<file path="config.mk">
export PLATFORM = sky130hd
export DESIGN_NAME = muldiv_seq_unit
export DESIGN_NICKNAME = d
export VERILOG_FILES = /design/src/rtl/muldiv_seq_unit.sv
export SDC_FILE = /design/constraint.sdc
export NUM_CORES = 1
export LEC_CHECK = 0
export ABC_AREA = 0
export CAP_MARGIN = 20
export CORE_UTILIZATION = 39
export CTS_CLUSTER_SIZE = 20
export DETAILED_ROUTE_END_ITERATION = 10
export DONT_BUFFER_PORTS = 1
export SYNTH_ARGS = -nofsm -noshare
export SYNTH_HDL_FRONTEND = slang
export SYNTH_SLANG_ARGS = --single-unit
</file>
<file path="constraint.sdc">
create_clock -name clk -period 6.6 [get_ports clk]
set_clock_uncertainty 0.1 [all_clocks]
set_input_delay 1.32 -clock clk [delete_from_list [all_inputs] [get_ports clk]]
set_output_delay 1.32 -clock clk [all_outputs]
set_load 0.005 [all_outputs]
</file>
<file path="src/rtl/muldiv_seq_unit.sv">
`default_nettype none
// ============================================================================
//  Module      : muldiv_seq_unit
//  Description : Iterative RV M-extension multiply/divide unit. One bit per
//                cycle (shift-add multiply, restoring divide), valid/ready on
//                both sides, tag pass-through and pipeline flush.
//  Revision    : 1.0 - initial release
// ============================================================================
module muldiv_seq_unit #(
    parameter int XLEN  = 32,
    parameter int TAG_W = 5
) (
    input  logic             clk,
    input  logic             rst_n,
    input  logic             in_valid,
    output logic             in_ready,
    input  logic [2:0]       in_op,
    input  logic [XLEN-1:0]  in_a,
    input  logic [XLEN-1:0]  in_b,
    input  logic [TAG_W-1:0] in_tag,
    input  logic             flush,
    output logic             out_valid,
    input  logic             out_ready,
    output logic [XLEN-1:0]  out_result,
    output logic [TAG_W-1:0] out_tag
);

    localparam int                   c_CNT_W  = $clog2(XLEN + 1);
    localparam logic [c_CNT_W-1:0]   c_CNT_LD = c_CNT_W'(XLEN);
    localparam logic [c_CNT_W-1:0]   c_CNT_1  = c_CNT_W'(1);
    localparam logic [XLEN-1:0]      c_ZERO   = '0;
    localparam logic [XLEN-1:0]      c_ONES   = '1;
    localparam logic [XLEN-1:0]      c_MIN    = {1'b1, {(XLEN-1){1'b0}}};
    localparam logic [2*XLEN-1:0]    c_ZERO2  = '0;

    typedef enum logic [1:0] {
        S_IDLE = 2'd0,
        S_BUSY = 2'd1,
        S_DONE = 2'd2
    } state_t;

    state_t              r_state_q,   w_state_d;
    logic [2:0]          r_op_q,      w_op_d;
    logic                r_neg_res_q, w_neg_res_d;  // negate product / quotient
    logic                r_neg_rem_q, w_neg_rem_d;  // negate remainder
    logic [XLEN-1:0]     r_opnd_q,    w_opnd_d;     // multiplicand or divisor magnitude
    logic [2*XLEN-1:0]   r_acc_q,     w_acc_d;      // product, or {0, dividend/quotient}
    logic [XLEN:0]       r_rem_q,     w_rem_d;      // partial remainder
    logic [c_CNT_W-1:0]  r_cnt_q,     w_cnt_d;
    logic [XLEN-1:0]     r_result_q,  w_result_d;
    logic [TAG_W-1:0]    r_tag_q,     w_tag_d;

    // Request decode: operand signedness, magnitudes and early-out cases
    logic            w_is_div, w_sign_a_en, w_sign_b_en, w_sign_a, w_sign_b;
    logic [XLEN-1:0] w_a_mag, w_b_mag, w_special_res;
    logic            w_b_zero, w_ovf, w_special;

    assign w_is_div    = in_op[2];
    assign w_sign_a_en = (in_op == 3'b001) || (in_op == 3'b010) ||
                         (in_op == 3'b100) || (in_op == 3'b110);
    assign w_sign_b_en = (in_op == 3'b001) || (in_op == 3'b100) || (in_op == 3'b110);
    assign w_sign_a    = w_sign_a_en && in_a[XLEN-1];
    assign w_sign_b    = w_sign_b_en && in_b[XLEN-1];
    assign w_a_mag     = w_sign_a ? (c_ZERO - in_a) : in_a;
    assign w_b_mag     = w_sign_b ? (c_ZERO - in_b) : in_b;
    assign w_b_zero    = (in_b == c_ZERO);
    assign w_ovf       = ((in_op == 3'b100) || (in_op == 3'b110)) &&
                         (in_a == c_MIN) && (in_b == c_ONES);
    assign w_special   = w_is_div && (w_b_zero || w_ovf);
    assign w_special_res = w_b_zero ? (in_op[1] ? in_a : c_ONES)
                                    : (in_op[1] ? c_ZERO : in_a);

    // One multiply step: conditionally add multiplicand to the high half, shift right
    logic [XLEN:0]     w_mul_sum;
    logic [2*XLEN-1:0] w_mul_next;
    assign w_mul_sum  = {1'b0, r_acc_q[2*XLEN-1:XLEN]} +
                        (r_acc_q[0] ? {1'b0, r_opnd_q} : {1'b0, c_ZERO});
    assign w_mul_next = {w_mul_sum, r_acc_q[XLEN-1:1]};

    // One restoring-divide step: shift in next dividend bit, trial-subtract divisor
    logic [XLEN:0]   w_rem_sh, w_trial, w_rem_next;
    logic            w_fits;
    logic [XLEN-1:0] w_quo_next;
    assign w_rem_sh   = {r_rem_q[XLEN-1:0], r_acc_q[XLEN-1]};
    assign w_trial    = w_rem_sh - {1'b0, r_opnd_q};
    assign w_fits     = ~w_trial[XLEN];
    assign w_rem_next = w_fits ? w_trial : w_rem_sh;
    assign w_quo_next = {r_acc_q[XLEN-2:0], w_fits};

    // Sign correction of the final iteration's values
    logic [2*XLEN-1:0] w_prod_s;
    logic [XLEN-1:0]   w_quo_s, w_rem_s, w_final;
    assign w_prod_s = r_neg_res_q ? (c_ZERO2 - w_mul_next) : w_mul_next;
    assign w_quo_s  = r_neg_res_q ? (c_ZERO - w_quo_next) : w_quo_next;
    assign w_rem_s  = r_neg_rem_q ? (c_ZERO - w_rem_next[XLEN-1:0]) : w_rem_next[XLEN-1:0];
    assign w_final  = r_op_q[2] ? (r_op_q[1] ? w_rem_s : w_quo_s)
                                : ((r_op_q[1:0] == 2'b00) ? w_prod_s[XLEN-1:0]
                                                          : w_prod_s[2*XLEN-1:XLEN]);

    // Next-state and datapath update
    always_comb begin
        w_state_d   = r_state_q;
        w_op_d      = r_op_q;
        w_neg_res_d = r_neg_res_q;
        w_neg_rem_d = r_neg_rem_q;
        w_opnd_d    = r_opnd_q;
        w_acc_d     = r_acc_q;
        w_rem_d     = r_rem_q;
        w_cnt_d     = r_cnt_q;
        w_result_d  = r_result_q;
        w_tag_d     = r_tag_q;
        case (r_state_q)
            S_IDLE: begin
                if (in_valid && !flush) begin
                    w_op_d      = in_op;
                    w_tag_d     = in_tag;
                    w_neg_res_d = w_sign_a ^ w_sign_b;
                    w_neg_rem_d = w_sign_a;
                    w_opnd_d    = w_is_div ? w_b_mag : w_a_mag;
                    w_acc_d     = {c_ZERO, (w_is_div ? w_a_mag : w_b_mag)};
                    w_rem_d     = '0;
                    if (w_special) begin
                        w_result_d = w_special_res;
                        w_cnt_d    = '0;
                        w_state_d  = S_DONE;
                    end else begin
                        w_cnt_d   = c_CNT_LD;
                        w_state_d = S_BUSY;
                    end
                end
            end
            S_BUSY: begin
                w_cnt_d = r_cnt_q - c_CNT_1;
                if (r_op_q[2]) begin
                    w_acc_d = {c_ZERO, w_quo_next};
                    w_rem_d = w_rem_next;
                end else begin
                    w_acc_d = w_mul_next;
                end
                if (r_cnt_q == c_CNT_1) begin
                    w_result_d = w_final;
                    w_state_d  = S_DONE;
                end
            end
            S_DONE: begin
                if (out_ready) begin
                    w_state_d = S_IDLE;
                end
            end
            default: w_state_d = S_IDLE;
        endcase
        if (flush) begin
            w_state_d = S_IDLE;
        end
    end

    // State and datapath registers
    always_ff @(posedge clk or negedge rst_n) begin
        if (!rst_n) begin
            r_state_q   <= S_IDLE;
            r_op_q      <= '0;
            r_neg_res_q <= 1'b0;
            r_neg_rem_q <= 1'b0;
            r_opnd_q    <= '0;
            r_acc_q     <= '0;
            r_rem_q     <= '0;
            r_cnt_q     <= '0;
            r_result_q  <= '0;
            r_tag_q     <= '0;
        end else begin
            r_state_q   <= w_state_d;
            r_op_q      <= w_op_d;
            r_neg_res_q <= w_neg_res_d;
            r_neg_rem_q <= w_neg_rem_d;
            r_opnd_q    <= w_opnd_d;
            r_acc_q     <= w_acc_d;
            r_rem_q     <= w_rem_d;
            r_cnt_q     <= w_cnt_d;
            r_result_q  <= w_result_d;
            r_tag_q     <= w_tag_d;
        end
    end

    assign in_ready   = (r_state_q == S_IDLE);
    assign out_valid  = (r_state_q == S_DONE);
    assign out_result = r_result_q;
    assign out_tag    = r_tag_q;

endmodule
`default_nettype wire

</file>
Yosys cells after proc, flatten, opt, wreduce, memory -nomap -nowiden:

Index checks and enable logic that the tools add are counted.

* reductions and logical operators: 23
* div/mod/pow operators: 0
* bitwise logic cells: 2
* mux-type cells: 34
* add/subtract/negate cells: 8
* shift operators: 0
* equality and inequality tests: 16
* $lt $le $gt $ge: 0
* multiply operators: 0

Operators by type and width (number)
* 32-bit two-way mux: 19
* 64-bit two-way mux: 3
* 32-bit one-hot mux with 2 select lines: 2
* 64-bit one-hot mux with 2 select lines: 1
* 1-bit by 32-bit subtractor with 32-bit output (first input constant): 4
* 32-bit equality test (second input constant): 2
* 1-bit by 64-bit subtractor with 64-bit output (first input constant): 1
* 32-bit by 32-bit adder with 33-bit output: 1
* 33-bit by 32-bit subtractor with 33-bit output: 1
* 32-bit logical NOT: 1
* 6-bit two-way mux: 2
* 6-bit one-hot mux with 2 select lines: 1
* 2-bit two-way mux: 5
* 1-bit logical OR: 7
* 3-bit equality test (second input constant): 2
* 6-bit by 1-bit equality test with 1-bit output (second input constant): 1
* 1-bit logical AND: 6
* 2-bit one-hot mux with 3 select lines: 1
* 3-bit AND reduction: 2
* 6-bit by 1-bit subtractor with 6-bit output (second input constant): 1
* 2-bit logical NOT: 2
* 2-bit by 1-bit inequality test with 1-bit output (second input constant): 2
* 2-bit inequality test (second input constant): 2
* 2-bit AND reduction: 2
* other kinds (12): 12

* output and inout bits: 39
* bits in latches: 0
* memories kept: 0
* register bits after elaboration: 178
* word-level logic and storage cells: 93
* bits of input ports: 77
* memory bits (writable): 0
* memory bits (read-only): 0

Longest topological paths before layout:

Gate-level depths: netlist (run 1).

* word-level depth: 10
* mapped depth: 25

Least setup slack after synthesis (run 1):

No wires, ideal clock.

* path type: register to register
* start: register r_acc_q[31]
* end: register r_result_q[26], in the netlist out_result[26]
* data arrival time: 5.208 ns
* stages on the path, launching flop included: 26
* path buffers: 4
* setup slack: 1.166 ns
* path through: dfrtp_1 -> clkbuf_1 -> inv_1 -> ha_1 -> fa_1 -> nor2b_1 -> o31a_1 -> o2111ai_1 -> o211ai_1 -> o21a_1 -> nor2_4 -> inv_2 -> clkbuf_1 -> clkbuf_1 -> clkbuf_1 -> nor2_1 -> a21oi_1 -> ha_1 -> inv_1 -> nor4b_1 -> mux2i_1 -> nand2b_1 -> o41ai_1 -> xnor2_1 -> nor2_1 -> o32a_1

* cells in the longest elaborated chain, start to end: 8
* elaborated cells on any way between the ends: 14
* those cells by class: add/sub (4); mux (9); bitwise (1)

RTL lines
* from (decl): line 47 `logic [2*XLEN-1:0] r_acc_q, w_acc_d;`
* from (signal assigned): line 176 `r_acc_q <= w_acc_d;`
* 33-bit by 32-bit subtractor with 33-bit output: line 85 `assign w_trial = w_rem_sh - {1'b0, r_opnd_q};`
* 32-bit two-way mux or 1-bit NOT (tied branches): line 87, 86
* 1-bit by 32-bit subtractor with 32-bit output, on equally long branches: line 95, 94
* 32-bit two-way mux, on equally long branches: line 95, 94
* 32-bit two-way mux: line 96 `assign w_final = r_op_q[2] ? (r_op_q[1] ? w_rem_s : w_quo_s)`
* 32-bit two-way mux *: line 96
* 32-bit two-way mux *: line 140 `if (r_cnt_q == c_CNT_1) begin`
* 32-bit one-hot mux with 2 select lines *: line 112 `case (r_state_q)`
* to (signal assigned): line 179 `r_result_q <= w_result_d;`
* to (decl): line 50 `logic [XLEN-1:0] r_result_q, w_result_d;`

Every way passes the cells marked *; elsewhere a longest branch is shown, timed or not. The select of a mux whose other input is x is not followed.
A chain may end at the register's enable or synchronous reset.

Final worst setup path (run 1):

* start: register r_acc_q[0]
* end: register r_result_q[30], in the netlist out_result[30]

* cells in the longest elaborated chain, start to end: 8
* elaborated cells on any way between the ends: 11
* those cells by class: add/sub (3); mux (8)

RTL lines
* 32-bit two-way mux: line 77 `(r_acc_q[0] ? {1'b0, r_opnd_q} : {1'b0, c_ZERO});`
* 32-bit by 32-bit adder with 33-bit output: line 76 `assign w_mul_sum = {1'b0, r_acc_q[2*XLEN-1:XLEN]} +`
* 1-bit by 64-bit subtractor with 64-bit output: line 93 `assign w_prod_s = r_neg_res_q ? (c_ZERO2 - w_mul_next) : w_mul_next;`
* 64-bit two-way mux: line 93
* 32-bit two-way mux: line 97 `: ((r_op_q[1:0] == 2'b00) ? w_prod_s[XLEN-1:0]`
* 32-bit two-way mux *: line 96
* 32-bit two-way mux *: line 140
* 32-bit one-hot mux with 2 select lines *: line 112

Marked as above.

==> results.ini, run 1 <==
[sta]
worstMarginPinSlew_ns = 1.08
min_period_over_period = 0.903
fin_ws_ns = 0.643
max_freq_mhz = 168
tns_ns = 0
hold_viol_final = 0
maxSlewHeadroom = 0.279
drv_slew = 0
final.min_clock_period_ns = 5.96
rsz0062_at_grt = false
setup_viol = 0

[status]
status = finished, final reports clean

[yosys]
synth_seq_cells = 178
synth_area_um2 = 18200
yosysSeqAreaShare = 0.245
async_reset_ff_frac = 1.00
yosys_warnings = 0
synth_flop_cell = dfrtp_1
synth-edff-count = 0
syn_area_per_cell_um2 = 7.33
synth_nets = 2628
postSynthCellCount = 2477
synth.distinct_cells = 85

[clock_network]
cts.sinks = 178
htree_levels = 4
hold_buffers = 0
cts_resized = 0
cts_buffers = 17
clock-root-buffer = clkbuf_16
post_cts_buffers = 0
ctsLongestPathBuffers = 2
clkLatencyLatePin_ns = 0.48
clk_pin_slew_worst_paths_ns = 0.07
cts_tree = built

[die]
die_area_um2 = 47400
dieWidth_um = 218
die_y_um = 218
std_cell_rows = 78
core_area_um2 = 45700
ios = 116
start_util = 0.398

[setup_path]
critPathRequiredTime_ns = 6.90
cp-start-kind = flop
crit_start = r_acc_q[0]
arrival_ns = 6.25
crit_path_max_fanout = 25
r2r_start = r_acc_q[0]
ff2ff_path_depth = 16
path_class = flop to flop
r2r_slack_ns = 0.64
endpoint_kind = flop
cp-endpoint = out_result[30]
timing.rr.end = out_result[30]

[cells_and_area]
area_delta_synth_final_pct = 4.91
final_layout_size_suffix_gt1_frac = 0.0475
post-route-util = 0.417
final_cell_area_um2 = 19100
fill_cells = 4773
antenna_cells = 0
layout_common_cells = 282 x nand2_1, 280 x nor2_1, 214 x a21oi_1
layout_commonest_cell = nand2_1
layout.nets = 2495

[place]
gp_congestion = 1.02
numPortBuffers = 0
dpl-instance-area_um2 = 18500
dp.final_hpwl_um = 58900
dp_slack_ns = 0.812

[grt]
grt_overflow = 0
antenna_found_initial = 3
grt_pass1_wl_um = 113000
grt_util_met3 = 0.0767
gr-usage-met2 = 0.474
grt_pass1_vias = 17500
use_met1 = 0.429
grt_busiest_layer = met2
grt_max_degree = 179
track_usage = 0.317

[route]
wl_um = 75200
via_per_inst = 6.37
drt-pass1-iter-count = 7
via_count = 18800
wl_per_cell_um = 25.4
ant_nets = 0
drt_iter0_drc = 2261
drc_errors = 0

[pwr]
power_density_nw_per_um2 = 588
peakVddDrop_v = 0.000314
power_w = 0.0112
p_leak_nw = 7.62

[flow_run]
max-cap-violations = 0

[hold_path]
hold_path_class = flop to flop

-- cell usage after synthesis, drive strengths merged (16+ instances only) --
cell / number / area, um2
a21o: 32 / 240
mux2i: 57 / 571
a211oi: 70 / 536
xor2: 87 / 762
o211ai: 31 / 233
ha: 72 / 901
nand3: 65 / 325
nor2b: 18 / 113
dfrtp: 178 / 4450
nor3: 49 / 262
inv: 71 / 267
xnor2: 137 / 1200
clkbuf: 156 / 586
nand2b: 17 / 106
nor2: 284 / 1070
nor4: 26 / 193
buf: 26 / 125
or2: 16 / 100
or4: 17 / 146
nand4: 28 / 190
o21ai: 227 / 1140
a22o: 18 / 158
a31oi: 39 / 244
o31ai: 45 / 348
and2: 16 / 100
a21oi: 214 / 1070
nand2: 283 / 1060
or3: 19 / 129
-- critical path, cell delays in order, from the launching register on --
cell	delay, ns
dfrtp_1	0.41
clkinv_1	0.47
buf_4	0.43
nor2_1	0.31
ha_1	0.38
a21oi_1	0.25
o21ai_1	0.15
a221o_1	0.37
a221o_1	0.36
a41oi_1	0.53
a21oi_1	0.17
xnor2_1	0.49
nand3b_1	0.25
or4_1	0.64
a221oi_1	0.29
a211oi_1	0.10
a21oi_1	0.15
-- flip-flops by register name (all words and copies together) (netlist names) --
signal and flops:
r_state_q 2, r_op_q 3, out_tag 5, r_opnd_q 32, out_result 32, r_neg_rem_q 1, r_cnt_q 6, r_rem_q 32
r_acc_q 64, r_neg_res_q 1
-- layer usage --
metal	vias up	part of all wire
li1	8668	-
met1	9026	0.42
met2	971	0.43
met3	160	0.11
met4	6	0.045
met5	-	0.00057
-- layout make-up --
| cell class | instances | area, um2 | area share |
|---|---|---|---|
| Multi-Input combinational cell | 2041 | 12800 | 0.669 |
| Sequential cell | 178 | 4460 | 0.234 |
| Tap cell | 600 | 751 | 0.0394 |
| Clock buffer | 17 | 425 | 0.0223 |
| Inverter | 76 | 285 | 0.0150 |
| Timing Repair Buffer | 30 | 225 | 0.0118 |
| Clock inverter | 15 | 160 | 0.00840 |
-- report_power, final --
| group | switching, W | internal [W] | total (W) |
|---|---|---|---|
| registers | 0.000733 | 0.00152 | 0.00225 |
| logic | 0.00519 | 0.00269 | 0.00788 |
| clock network | 0.000541 | 0.000539 | 0.00108 |
| total | 0.00647 | 0.00474 | 0.0112 |
-- per-stage QoR --
step                instances  hold WS (ns)
detailed placement       2924         0.370
global placement         2924         0.358
CTS                      2956         0.381
floorplan                2477         0.347
finish                   2957         0.379
global route             2957         0.406
-- worst min-delay path by stage --
stage	from	endpoint	slack, ns	cells past startpoint
global placement	r_cnt_q[4]	r_cnt_q[4]	0.36	1
detailed placement	r_cnt_q[4]	r_cnt_q[4]	0.37	1
CTS	r_cnt_q[4]	r_cnt_q[4]	0.38	1
global route	r_cnt_q[4]	r_cnt_q[4]	0.41	1
floorplan	r_cnt_q[4]	r_cnt_q[4]	0.35	1
finish	r_cnt_q[4]	r_cnt_q[4]	0.38	1
-- logic make-up after synthesis --
| group | Yosys count | synth area share |
|---|---|---|
| AO/OA/AOI/OAI | 804 | 0.279 |
| XOR/XNOR | 224 | 0.108 |
| adder cells (fa/ha/maj) | 74 | 0.0518 |
| buffers and inverters | 258 | 0.0548 |
| flip-flops | 178 | 0.245 |
| multiplexers | 62 | 0.0345 |
| AND/OR/NAND/NOR | 877 | 0.226 |
Note: power is estimated with default switching activity, not from simulation.
==> run 2: changes to the inputs <==
--- a/config.mk
+++ b/config.mk
@@ -7,7 +7,7 @@
 export LEC_CHECK = 0
 export ABC_AREA = 0
 export CAP_MARGIN = 20
-export CORE_UTILIZATION = 39
+export CORE_UTILIZATION = 44
 export CTS_CLUSTER_SIZE = 20
 export DETAILED_ROUTE_END_ITERATION = 10
 export DONT_BUFFER_PORTS = 1
==> results.ini, run 2 (synthesis results as in run 1) <==
[setup_path]
crit_path_max_fanout = 13  ; -48%
cp-start-kind = flop
path_class = flop to flop
arrival_ns = 6.17  ; -0.08 ns
endpoint_kind = flop
critPathRequiredTime_ns = 6.87  ; -0.03 ns

[grt]
grt_overflow = 0  ; unchanged
grt_max_degree = 179  ; unchanged
grt_busiest_layer = met2
track_usage = 0.360  ; +0.0439
use_met1 = 0.496  ; +0.0667
grt_pass1_wl_um = 112000  ; -0.80%
gr-usage-met2 = 0.545  ; +0.0710
grt_util_met3 = 0.0803  ; +0.00359
antenna_found_initial = 0  ; -3
grt_pass1_vias = 17100  ; -2.5%

[route]
wl_um = 75300  ; +0.11%
via_count = 18800  ; -0.41%
drc_errors = 0  ; unchanged
via_per_inst = 6.48  ; +1.8%
drt_iter0_drc = 1851  ; -18%
drt-pass1-iter-count = 5  ; -2
ant_nets = 0  ; unchanged
wl_per_cell_um = 26.0  ; +2.4%

[die]
std_cell_rows = 74  ; -5.1%
core_area_um2 = 40700  ; -11%
die_area_um2 = 42100  ; -11%
dieWidth_um = 205  ; -5.8%
start_util = 0.446  ; +0.0482
die_y_um = 205  ; -5.8%
ios = 116  ; unchanged

[sta]
maxSlewHeadroom = 0.315  ; +0.0365
hold_viol_final = 0  ; unchanged
tns_ns = 0  ; unchanged
drv_slew = 0  ; unchanged
max_freq_mhz = 170  ; +1.0%
min_period_over_period = 0.893  ; -0.00934
worstMarginPinSlew_ns = 1.03  ; -0.0547 ns
setup_viol = 0  ; unchanged
whs_ns = 0.381  ; +0.00194 ns
final.min_clock_period_ns = 5.90  ; -0.0616 ns
rsz0062_at_grt = false

[cells_and_area]
layout_common_cells = 282 x nand2_1, 280 x nor2_1, 214 x a21oi_1
top_register = r_acc_q
area_delta_synth_final_pct = 4.84  ; about the same
final_layout_size_suffix_gt1_frac = 0.0487  ; +0.00121
layout_commonest_cell = nand2_1
post-route-util = 0.467  ; +0.0502
largest_reg_flops = 64  ; unchanged
layout.nets = 2498  ; +0.12%
fill_cells = 4141  ; -13%
antenna_cells = 0  ; unchanged

[flow_run]
max-cap-violations = 0  ; unchanged

[pwr]
power_density_nw_per_um2 = 591  ; +0.54%
power_w = 0.0113  ; +0.47%
peakVddDrop_v = 0.000436  ; +39%
p_leak_nw = 7.65  ; +0.38%

[status]
status = finished, final reports clean

[clock_network]
cts.sinks = 178  ; unchanged
clkLatencyLatePin_ns = 0.51  ; +0.03 ns
clk_pin_slew_worst_paths_ns = 0.08  ; about the same
post_cts_buffers = 0  ; unchanged
cts_buffers = 17  ; unchanged
cts_tree = built
hold_buffers = 0  ; unchanged
ctsLongestPathBuffers = 2  ; unchanged
cts_resized = 0  ; unchanged
htree_levels = 4  ; unchanged
clock-root-buffer = clkbuf_16

[place]
gp_congestion = 0.979  ; -4.4%
dp.final_hpwl_um = 58500  ; -0.64%
numPortBuffers = 0  ; unchanged

[hold_path]
hold_path_class = flop to flop

-- run 2: routing by layer --
layer	part of all wire	up-vias
li1	-	8695
met1	0.43	8999
met2	0.44	938
met3	0.092	122
met4	0.039	0
met5	0	-
-- run 2: layout make-up --
| class | count | area [um2] | area share |
|---|---|---|---|
| Clock buffer | 17 | 425 | 0.0223 |
| Clock inverter | 15 | 205 | 0.0108 |
| Inverter | 76 | 285 | 0.0150 |
| Multi-Input combinational cell | 2041 | 12800 | 0.670 |
| Sequential cell | 178 | 4460 | 0.234 |
| Tap cell | 532 | 666 | 0.0350 |
| Timing Repair Buffer | 33 | 248 | 0.0130 |
-- run 2: critical path: stages, from the launching register on --
cell      delay [ns]
dfrtp_1         0.41
clkinv_1        0.48
buf_4           0.40
nor2_1          0.27
fa_1            0.30
a211oi_1        0.12
o21bai_1        0.36
a222oi_1        0.21
a211oi_1        0.48
a21boi_1        0.21
o41ai_1         0.75
xnor2_1         0.32
nand2_1         0.15
or4_1           0.58
a211oi_1        0.47
a21oi_1         0.14
-- run 2: report_power, final --
group          internal [W]  total, W  switching [W]
combinational       0.00270   0.00788        0.00517
sequential          0.00152   0.00227       0.000751
clock              0.000520   0.00112       0.000599
-- run 2: worst paths after layout --
path	startpoint	end	slack (ns)	depth (start not counted)
worst max register to register	r_acc_q[0]	out_result[30]	0.70	15
worst min register to register	r_cnt_q[4]	r_cnt_q[4]	0.38	1
worst min-delay path	r_cnt_q[4]	r_cnt_q[4]	0.38	1
min in group asynchronous	rst_n	r_opnd_q[23]	0.39	0
max in group asynchronous	rst_n	out_result[13]	5.57	0
worst max-delay path	r_acc_q[0]	out_result[30]	0.70	15
-- run 2: through the flow --
step	instances	area, um2	setup WS (ns)
detailed placement	2859	18400	0.637
global route	2892	19000	0.399
finish	2892	19000	0.705
floorplan	2477	18200	1.17
global placement	2858	18400	0.884
CTS	2891	19000	0.904
==> run 3: changes to the inputs <==
--- a/config.mk
+++ b/config.mk
@@ -8,7 +8,7 @@
 export ABC_AREA = 0
 export CAP_MARGIN = 20
 export CORE_UTILIZATION = 44
-export CTS_CLUSTER_SIZE = 20
+export CTS_CLUSTER_SIZE = 10
 export DETAILED_ROUTE_END_ITERATION = 10
 export DONT_BUFFER_PORTS = 1
 export SYNTH_ARGS = -nofsm -noshare
==> results of run 3 <==
No change in the layout: final DEF, timing and power equal those of run 2.
==> patch 1: new RTL, flow settings as in run 2 <==
`XLEN`: 32 -> 16.
--- a/src/rtl/muldiv_seq_unit.sv
+++ b/src/rtl/muldiv_seq_unit.sv
@@ -7,7 +7,7 @@
 //  Revision    : 1.0 - initial release
 // ============================================================================
 module muldiv_seq_unit #(
-    parameter int XLEN  = 32,
+    parameter int XLEN  = 16,
     parameter int TAG_W = 5
 ) (
     input  logic             clk,
Interface: changed (resized in_a, in_b and out_result); port bits go from 116 to 68. No check against the original RTL was run, so the function may have changed too.
==> patch 1 against run 2 <==
Final area is 49% lower. Synthesized area is 49% lower. Wire length is 60% lower. Critical path type unchanged. Highest routed layer unchanged. Critical path depth is 2 higher. Largest power group unchanged. Die area is 48% lower. Worst setup slack better by 0.46 ns. Sequential cell count is 81 lower. Power is 71% lower.
==> patch 1: results (changes against run 2) <==
metric	value	unit	change
status	completed		unchanged
gr-usage-all-layers	28.41	%	was 36.04%
fill_cells	2075		was 4141
multi_input_comb_cells	961		was 2041
multi_input_area	6312	um^2	was 12760 um^2
p_leak	0.003882	uW	was 0.007647 uW
yosys-top-cells-count	120 x nor2_1, 118 x nand2_1, 97 x dfrtp_1, 93 x o21ai_0, 85 x a21oi_1		was 283 x nand2_1, 283 x nor2_1, 214 x a21oi_1, 207 x o21ai_0, 178 x dfrtp_1
grt_pass1_vias	8118		was 17090
irDropWorstVdd	0.0001553	V	was 0.0004358 V
synth_compound_area_share	27.08	%	was 27.93%
synth-xor-area-share	8.805	%	was 10.80%
bufAreaShareNonClock	0.9358	%	was 1.301%
worst_path_max_delay_cell	dfrtp_1		was o41ai_1
hpwlAfterDp	23330	um	was 58500 um
syn_area	9350	um^2	was 18160 um^2
place.gp.congestion	1.009		was 0.9791
holdPathStages	2		was 1
n_clock_buffer	12		was 17
globalRouteMet1Util	40.82	%	was 49.56%
critPathMaxFanout	17		was 13
first_pass_iters	6		was 5
wl	30460	um	was 75290 um
whs	0.3884	ns	was 0.3812 ns
clk_share	3.093	%	was 3.311%
synthMuxAreaShare	4.135	%	was 3.451%
multi_input_area_share	65.57	%	was 66.99%
dp_cells	1382		was 2859
largest_reg_flops	32		was 64
grt_pass1_wl	47330	um	was 111800 um
seq_share	25.21	%	was 23.40%
syn_nets	1265		was 2628
use_met2	43.07	%	was 54.49%
clock_latency	0.36	ns	was 0.51 ns
grt_max_degree	98		was 179
min_to	r_opnd_q[2]$_DFFE_PN0P_		was r_cnt_q[4]$_DFFE_PN0P_
patch 1: worst max-delay path by stage:
stage / from / end / slack, ns
2_1_floorplan: r_acc_q[15]$_DFFE_PN0P_ / out_result[6]$_DFFE_PN0P_ / 1.83
3_3_place_gp: r_acc_q[0]$_DFFE_PN0P_ / out_result[14]$_DFFE_PN0P_ / 1.50
3_5_place_dp: r_acc_q[15]$_DFFE_PN0P_ / out_result[10]$_DFFE_PN0P_ / 1.29
4_1_cts: r_acc_q[15]$_DFFE_PN0P_ / out_result[6]$_DFFE_PN0P_ / 1.25
5_1_grt: r_acc_q[15]$_DFFE_PN0P_ / out_result[6]$_DFFE_PN0P_ / 0.75
6_report: r_acc_q[15]$_DFFE_PN0P_ / out_result[10]$_DFFE_PN0P_ / 1.17
patch 1: power breakdown:
group | leakage (uW) | switching, uW | total, uW | internal [uW]
registers | 0.00122 | 246 | 1010 | 766
clock network | 0.000143 | 246 | 552 | 306
logic | 0.00252 | 1070 | 1760 | 688
total | 0.00388 | 1560 | 3320 | 1760
==> patch 2: new RTL, settings of run 2 <==
Without the edit above. Encoding of `state_t`: now one-hot (3 bits for 3 states).
--- a/src/rtl/muldiv_seq_unit.sv
+++ b/src/rtl/muldiv_seq_unit.sv
@@ -33,10 +33,10 @@
     localparam logic [XLEN-1:0]      c_MIN    = {1'b1, {(XLEN-1){1'b0}}};
     localparam logic [2*XLEN-1:0]    c_ZERO2  = '0;
 
-    typedef enum logic [1:0] {
-        S_IDLE = 2'd0,
-        S_BUSY = 2'd1,
-        S_DONE = 2'd2
+    typedef enum logic [2:0] {
+        S_IDLE = 3'b001,
+        S_BUSY = 3'b010,
+        S_DONE = 3'b100
     } state_t;
 
     state_t              r_state_q,   w_state_d;
Check against the original RTL: same outputs for any inputs over 4 cycles, from zero or initial values and one cycle with rst_n low; so few cycles prove little.
==> patch 2 against run 2 <==
Global-route usage decreased by 1.2 points. Final area grew 3.7%. Core utilization about the same. Cell count up 1.8%. Critical endpoint unchanged. Synthesized area rose by 4.3%. Sequential cell count grew 1. Count of clock-buffer cells in the layout is 2 higher. Synthesized cell count up 1.7%. Wire length grew 1.0%. Worst setup slack improved by 0.31 ns.
Power is not compared: it rests on default switching activity, and its combinational part moved more than twofold at a synthesized area within 25%.
==> patch 2: results (changes against run 2) <==
metric	value	unit	change
fill_cells	4282		was 4141
avgSynthCellArea	7.524	um^2	was 7.333 um^2
grt_pass1_wl	114000	um	was 111800 um
place_worst_setup_slack	1.148	ns	was 0.6371 ns
fin_cells	2943		was 2892
first_iter_violations	1971		was 1851
dpl_cell_area	19190	um^2	was 18410 um^2
holdPathStages	2		was 1
setup_slack	1.019	ns	was 0.7046 ns
worst_path_max_delay_cell	or4b_1		was o41ai_1
yosysSeqAreaShare	23.64	%	was 24.52%
critPathMaxFanout	7		was 13
fin_util	46.76	%	was 46.74%
reg2regPathDepth	23		was 15
synth-xor-area-share	9.097	%	was 10.80%
cts_made_buffers	17		unchanged
routed_via_density	6.536		was 6.485
worst_pin_slew	1.054	ns	was 1.027 ns
first_pass_iters	8		was 5
crit_family	simple AND/OR/NAND/NOR gates		was compound AO/OA/AOI/OAI gates
hpwlAfterDp	58570	um	was 58500 um
status	completed		unchanged
synth_compound_area_share	28.16	%	was 27.93%
synth_fa_ha_area_share	6.126	%	was 5.180%
nNetsFinal	2540		was 2498
place.gp.congestion	0.9634		was 0.9791
max_stage_delay	0.57	ns	was 0.75 ns
syn_nets	2670		was 2628
r2r-start	r_acc_q[31]$_DFFE_PN0P_		was r_acc_q[0]$_DFFE_PN0P_
min_path_type	flop to flop		unchanged
antenna_found_initial	2		was 0
wl	76070	um	was 75290 um
rows	75		was 74
grt_max_degree	180		was 179
-- patch 2: cell types whose count changed after synthesis, moves of 20 or more --
cell and delta:
nand3_1 -26, clkbuf_1 -20, buf_2 +20, maj3_1 +22, xnor2_1 -21, or3_1 +26
-- patch 2: cell type report --
cell class / count / share of cell area, %
clock buffer: 19 / 2.294
antenna: 2 / 0.02535
inverter: 69 / 1.312
multi-input combinational: 2089 / 68.43
sequential: 179 / 22.70
timing repair buffer: 33 / 1.324
tap: 539 / 3.415
clock inverter: 13 / 0.5006
-- patch 2: layer usage --
layer  global-route usage (%)  wire (um)  up-vias
met5                        0         13        -
met4                    14.93       3186        2
met3                    9.547       7177      134
met2                    53.51      33570      893
met1                    45.75      32130     9266
li1                         -          -     8939
-- patch 2: cells by family (layout without fill, tap and decap cells) --
kind of cell	after synthesis	count (layout)
multiplexers	83	83
flip-flops	179	179
buffers and inverters	251	134
adder cells (fa/ha/maj)	96	96
XOR/XNOR	196	196
AO/OA/AOI/OAI	808	808
AND/OR/NAND/NOR	906	906
other	0	2
